===== src/rtl/status_pkt_generate.sv =====
// Status packet source for one router input channel: snapshots the status vector,
// frames it as {addr, payload LSB-first, seq} and streams it one byte per clock.
module status_pkt_generate #(
    parameter logic [7:0]  STATUS_ADDR   = 8'h00,
    parameter int unsigned PAYLOAD_BYTES = 2,
    parameter int unsigned PAYLOAD_BITS  = 16
) (
    input  logic                    clk,
    input  logic                    rst,
    input  logic                    cmd_we,
    input  logic [7:0]              cmd_data,
    input  logic [PAYLOAD_BITS-1:0] status,
    output logic [7:0]              db_out,
    output logic                    rq_out,
    input  logic                    start_out,
    output logic                    busy
);

    localparam int unsigned PAYLOAD_W = 8 * PAYLOAD_BYTES;
    localparam int unsigned SHIFT_W   = PAYLOAD_W + 8;
    localparam int unsigned CNT_W     = 3;
    localparam logic [CNT_W-1:0] PAY_CNT  = CNT_W'(PAYLOAD_BYTES);
    localparam logic [CNT_W-1:0] LAST_CNT = CNT_W'(PAYLOAD_BYTES + 1);

    typedef enum logic [1:0] {
        IDLE = 2'd0,
        REQ  = 2'd1,
        SEND = 2'd2
    } state_t;

    state_t                  state, state_d;
    logic [1:0]              mode, mode_d;
    logic [5:0]              seq, seq_d;
    logic                    pending, pending_d;
    logic [PAYLOAD_BITS-1:0] last_sent, last_sent_d;
    logic [SHIFT_W-1:0]      shreg, shreg_d;
    logic [CNT_W-1:0]        cnt, cnt_d;
    logic [7:0]              db_d;
    logic                    rq_d;
    logic                    busy_d;
    logic                    grant;
    logic [PAYLOAD_W-1:0]    snapshot;

    assign grant    = (state == REQ) && start_out;
    assign snapshot = PAYLOAD_W'(status);

    // Next-state, pending bookkeeping and registered-output values
    always_comb begin
        state_d     = state;
        mode_d      = mode;
        seq_d       = seq;
        pending_d   = pending;
        last_sent_d = last_sent;
        shreg_d     = shreg;
        cnt_d       = cnt;
        db_d        = db_out;
        rq_d        = rq_out;
        busy_d      = busy;

        // Grant consumes the request; auto change detection pauses while streaming
        if (grant) begin
            pending_d = 1'b0;
        end
        if (mode[1] && (status != last_sent) && (state != SEND) && !grant) begin
            pending_d = 1'b1;
        end
        if (cmd_we) begin
            seq_d  = cmd_data[7:2];
            mode_d = cmd_data[1:0];
            if (cmd_data[1:0] == 2'b00) begin
                pending_d = 1'b0;
            end else if (cmd_data[0]) begin
                pending_d = 1'b1;
            end
        end

        case (state)
            IDLE: begin
                if (pending_d) begin
                    state_d = REQ;
                    db_d    = STATUS_ADDR;
                    rq_d    = 1'b1;
                    busy_d  = 1'b1;
                end
            end
            REQ: begin
                if (start_out) begin
                    state_d     = SEND;
                    db_d        = snapshot[7:0];
                    shreg_d     = SHIFT_W'({seq, 2'b00, snapshot} >> 8);
                    last_sent_d = status;
                    cnt_d       = CNT_W'(1);
                end
            end
            SEND: begin
                if (cnt == LAST_CNT) begin
                    // Final byte has been presented; leave or re-request immediately
                    if (pending_d) begin
                        state_d = REQ;
                        db_d    = STATUS_ADDR;
                        rq_d    = 1'b1;
                    end else begin
                        state_d = IDLE;
                        db_d    = 8'h00;
                        rq_d    = 1'b0;
                        busy_d  = 1'b0;
                    end
                end else begin
                    db_d    = shreg[7:0];
                    shreg_d = SHIFT_W'(shreg >> 8);
                    cnt_d   = cnt + CNT_W'(1);
                    // rq drops while the seq byte is on the bus to mark end of packet
                    rq_d    = (cnt < PAY_CNT);
                end
            end
            default: begin
                state_d = IDLE;
                db_d    = 8'h00;
                rq_d    = 1'b0;
                busy_d  = 1'b0;
            end
        endcase
    end

    // State and output registers
    always_ff @(posedge clk) begin
        if (rst) begin
            state     <= IDLE;
            mode      <= 2'b00;
            seq       <= 6'd0;
            pending   <= 1'b0;
            last_sent <= '0;
            shreg     <= '0;
            cnt       <= '0;
            db_out    <= 8'h00;
            rq_out    <= 1'b0;
            busy      <= 1'b0;
        end else begin
            state     <= state_d;
            mode      <= mode_d;
            seq       <= seq_d;
            pending   <= pending_d;
            last_sent <= last_sent_d;
            shreg     <= shreg_d;
            cnt       <= cnt_d;
            db_out    <= db_d;
            rq_out    <= rq_d;
            busy      <= busy_d;
        end
    end

endmodule


===== config.mk =====
export PLATFORM = sky130hd
export DESIGN_NAME = status_pkt_generate
export DESIGN_NICKNAME = d
export VERILOG_FILES = /design/src/rtl/status_pkt_generate.sv
export SDC_FILE = /design/constraint.sdc
export NUM_CORES = 1
export LEC_CHECK = 0
export ABC_CLOCK_PERIOD_IN_PS = 4950
export BUFFER_PORTS_ARGS = -buffer_cell sky130_fd_sc_hd__buf_2
export CAP_MARGIN = 20
export CORE_MARGIN = 3
export CORE_UTILIZATION = 38
export CTS_BUF_LIST = sky130_fd_sc_hd__clkbuf_2
export CTS_CLUSTER_DIAMETER = 150
export DETAILED_ROUTE_END_ITERATION = 10
export SLEW_MARGIN = 20
export SYNTH_ARGS = -nofsm -noshare
export SYNTH_HDL_FRONTEND = slang
export SYNTH_SLANG_ARGS = --single-unit

===== constraint.sdc =====
create_clock -name clk -period 4.95 [get_ports clk]
set_input_delay 0.2475 -clock clk [delete_from_list [all_inputs] [get_ports clk]]
set_output_delay 0.2475 -clock clk [all_outputs]
set_load 0.02 [all_outputs]

; After elaboration in Yosys (flattened, before gate mapping)
; Index checks and enable logic that the tools add are counted.
[op_classes]
addsub = 1
n_eq_ne = 10
order_cmp = 1
n_reduce_logical = 14
n_bitwise = 1
n_mux = 27
[op_table]
columns = op, count
row1 = $mux W24, 2
row2 = $pmux W24 S2, 1
row3 = $mux W8, 3
row4 = $pmux W8 S3, 1
row5 = $ne A16 B16 Y1, 1
row6 = $ne A2 B2 Y1 const B, 6
row7 = $mux W1, 11
row8 = $mux W2, 3
row9 = $mux W3, 2
row10 = $pmux W1 S3, 2
row11 = $pmux W2 S3, 1
row12 = $pmux W3 S2, 1
row13 = $reduce_and A2 Y1, 3
row14 = $reduce_and A3 Y1, 2
row15 = $logic_and A1 B1 Y1, 4
row16 = $logic_not A2 Y1, 2
row17 = $reduce_and A4 Y1, 1
row18 = $add A3 B1 Y3 const B, 1
row19 = $eq A3 B2 Y1 const B, 1
row20 = $lt A3 B2 Y1 const B, 1
row21 = $eq A2 B1 Y1 const B, 1
row22 = $eq A2 B2 Y1 const B, 1
row23 = $reduce_bool A2 Y1, 1
row24 = $logic_not A1 Y1, 1
row25 = $not A1 Y1, 1
[word_totals]
inputBits = 28
register_bits = 64
output_inout_bits = 10

; Logic depth before layout (Yosys ltp)
[logic_depth]
depth_word = 11
mapped_depth = 9
ltp_nobuf = 8

; Least setup slack after synthesis
; Ideal clock, no wire load.
[synth_path]
kind = flip-flop to flip-flop
from = register state[1]
to = register db_out[2]
stages_incl_launch_ff = 10
setup_time_ps = 69
period_less_slack_ps = 1785
n_path_buf = 1
slack_ps = 3165
arrival_ps = 1717
cell_sequence = dfxtp_1 -> inv_1 -> ha_1 -> buf_4 -> nand2_8 -> o211ai_1 -> nand3_1 -> nand2_1 -> or4_1 -> o21ai_1
[synth_via]
elab_chain_len = 10
word_cells_on_any_way = 17
cone_classes = eq/ne (5) / mux (6) / reduce/logical (6)
[synth_rtl]
columns = item, line
row1 = start: declaration, 31  ; state_t state, state_d;
row2 = start signal: assignment, 139  ; state <= state_d;
row3 = $eq A2 B1 Y1, "44, 77"
row4 = $logic_and A1 B1 Y1, 44  ; assign grant = (state == REQ) && start_out;
row5 = $logic_not A1 Y1, 64  ; if (mode[1] && (status != last_sent) && (state != SEND) && !grant) begin
row6 = $logic_and A1 B1 Y1, 64
row7 = $mux W1, 64
row8 = $mux W1, 72  ; end else if (cmd_data[0]) begin
row9 = $mux W1, 70  ; if (cmd_data[1:0] == 2'b00) begin
row10 = $mux W1, 67  ; if (cmd_we) begin
row11 = $ne A2 B2 Y1 (no line), n/a
row12 = $reduce_and A2 Y1 (no line), n/a
row13 = end signal: assignment, 135  ; db_out <= 8'h00;
row14 = end signal: assignment, 146  ; db_out <= db_d;
row15 = end: declaration, 13  ; output logic [7:0] db_out,
; Several ways; a longest one is shown, not always the timed one.
; A chain may end at the register's enable or synchronous reset.

; Worst setup path after layout
[layout_path]
from = register state[0]
to = register db_out[1]
; The elaborated chain is that of the path after synthesis.

==> run metrics <==
Vias/cell=5.262; I/O pin cnt=38; Top FF cell, synth=dfxtp_1; simple-gate share of the synthesized area=23.61%; Synthesis Warnings=0; Final Max Tran Viols=0; CTS max path bufs=2; DRT iter0 DRCs=149; GRT Util Overall=15.98%; DR top layer=met4; # fillers=612; # port buffers=37; nets=352; largest net degree at the start of global routing=56; htree depth=2; f_max=0.3772 GHz; CP arrival=3.04 ns; final worst slack=2.299 ns; first-pass GRT wire length=9660 µm; WL met3=265 µm; highest net fanout along the worst path=21; Setup Total Neg Slack=0 ns; Setup violations, final=0; Synth Area in Adders=3.502%; Multi-input gate area=1334 µm²; slew at the pin with the worst max-slew slack=0.9602 ns; most frequent cells in the layout=53 x dfxtp_1, 42 x nand2_1, 37 x buf_2, 28 x a21oi_1, 22 x nor2_1; CP max stage cell=nor2b_1; Setup CP Type=reg2reg; cells along the critical path=inv_1 > ha_1 > nor2b_1 > a22oi_1 > or4_1 > o21ai_0; met2 wire length=2558 µm; GPL Wtd Cong=0.8359; RSZ-0062 raised after global routing=no; Startpoint Class=flip-flop; remaining global-route overflow=0; outcome=finished, final reports clean; via count=2068; clock-pin slew on the worst setup and hold paths=0.27 ns; Routed WL per cell=14.29 µm; final hold slack=0.03313 ns; Synth Area in XOR/XNOR=5.603%; dpl ws=2.384 ns; Crit. End Element=flip-flop; pwr/cell area=433.1 nW/µm²; routed wire length=5617 µm; die height=87.13 µm; Clk Latency, worst-skew pair=0.43 ns; commonest non-fill, non-tap cell in the layout=dfxtp_1; initial core utilization=40.80%; synthesized cell area=2501 µm²; core area=6131 µm²; Hold-fix buffers, CTS=0; drt pass-1 iters=5; Die Area=7592 µm²; cell-internal power=743.7 µW; row count=28; initial antenna violation count=0; CP Buf/Inv Count=1; Worst EP required=5.34 ns; Register Area=1061 µm²; leakage power=1.091 nW; Synth area leaders=dfxtp_1 42%, nand2_1 6.3%, a21oi_1 5.6%; vias in the first global route=1934; post-DP HPWL=3915 µm; post-synthesis mux area share=5.603%; ys async rst share=0%; DRC Markers=0; Rel. slew slack=35.99%; EDFF count, synth=0; Clock power frac=18.4%; Comb power frac=35.8%; Synth area leader=dfxtp_1; Largest stage delay, worst path=0.72 ns; Final Cycle Share=53.56%; Seq cells post-synth=53; syn nets=323; Post-CTS Setup Bufs=0; count of cell types in the netlist=39; Layout Area Growth over Synthesis=11.61%; CTS Buf Count=5; Hold Violations, Final=0; Reg2Reg Setup Slack=2.30 ns; CTS sink count=53; fin crit period=2.651 ns; Post-Synthesis Cells=288; Root Buffer=clkbuf_2; layout cells sized above 1=15.72%; sw frac=38.48%; P_sw=465.2 µW; largest family of logic cells by synthesized area=simple AND/OR/NAND/NOR gates; Post-CTS Resized=0; Min-Delay Path Class=in2reg; syn avg cell area=8.685 µm²; register area share after synthesis=42.42%; Routed Antenna Nets=0; routed metal-1 wirelength=2767 µm; overall die width=87.13 µm; worst clock skew=0.02743 ns; CTS tree=built; Antenna Cells=0; Synth top area share=42.42%; sequential power share=45.7%; Max Cap Viol=0; worst vdd ir=0.1987 mV; Synth Area in Compound Gates=15.01%; family of cells with the greatest summed delay on the critical path=simple AND/OR/NAND/NOR gates
path summary, 6_finish.rpt:
check         startpoint        end  cells past startpoint
min reg2reg    shreg[10]  shreg[10]                      2
max reg2reg     state[0]  db_out[1]                      6
min          cmd_data[6]     seq[4]                      3
max             state[0]  db_out[1]                      6
synthesized netlist by cell type, drive strengths merged (2+ instances only):
cell and n:
a211oi 6, a21oi 28, a22oi 8, buf 8, clkbuf 11, dfxtp 53, ha 7, inv 3
mux2i 14, nand2 43, nand2b 14, nand3 4, nand3b 7, nor2 24, nor2b 2, nor3b 2
nor4 5, o211ai 2, o21ai 11, or4 9, xor2 16
power groups by stage:
stage	sequential [mW]	combinational [mW]	clock (mW)
after floorplan	0.561	0.334	0
after detailed placement	0.562	0.432	0
after global placement	0.560	0.428	0
final	0.553	0.433	0.223
after global routing	0.563	0.500	0.246
after CTS	0.553	0.435	0.228
registers in the layout, indices dropped and copies added, names as in the netlist:
register,cells
shreg,14
mode,1
db_out,8
seq,6
state,2
busy,1
last_sent,16
pending,1
rq_out,1
cnt,3
area by class of cell:
type | count | share of cell area, %
clock buffer | 5 | 0.8965
multi-input combinational | 213 | 47.78
timing repair buffer | 41 | 8.068
tap | 75 | 3.362
inverter | 3 | 0.4034
clock inverter | 3 | 1.479
sequential | 53 | 38.01
worst register-to-register path, stage by stage (launching register included):
cell     delay (ns)
dfxtp_1        0.42
inv_1          0.10
ha_1           0.68
nor2b_1        0.72
a22oi_1        0.13
or4_1          0.49
o21ai_0        0.08
per-stage QoR:
| step | std cells | util, % | power (mW) | cell area [µm²] |
|---|---|---|---|---|
| final | 393 | 45.53 | 1.209 | 2791 |
| after global routing | 393 | 45.53 | 1.308 | 2791 |
| after CTS | 389 | 44.88 | 1.215 | 2751 |
| after detailed placement | 381 | 43.80 | 0.9946 | 2685 |
| after global placement | 381 | 43.80 | 0.9884 | 2685 |
| after floorplan | 288 | - | 0.8949 | 2501 |
routing by layer:
metal | GRT usage [%] | vias to the layer above
li1 | - | 1064
met1 | 22.79 | 958
met2 | 24.71 | 44
met3 | 3.690 | 2
met4 | 3.347 | 0
met5 | 0 | -
logic make-up (layout without fill, tap and decap cells):
| logic type | Yosys count | after routing |
|---|---|---|
| buffers and inverters | 22 | 52 |
| xor gates and xnor gates | 16 | 16 |
| and+or+nand+nor | 114 | 114 |
| muxes | 14 | 14 |
| AOI/OAI and AO/OA | 62 | 62 |
| DFF | 53 | 53 |
| adders and majority gates | 7 | 7 |
(Power assumes the default switching activity.)
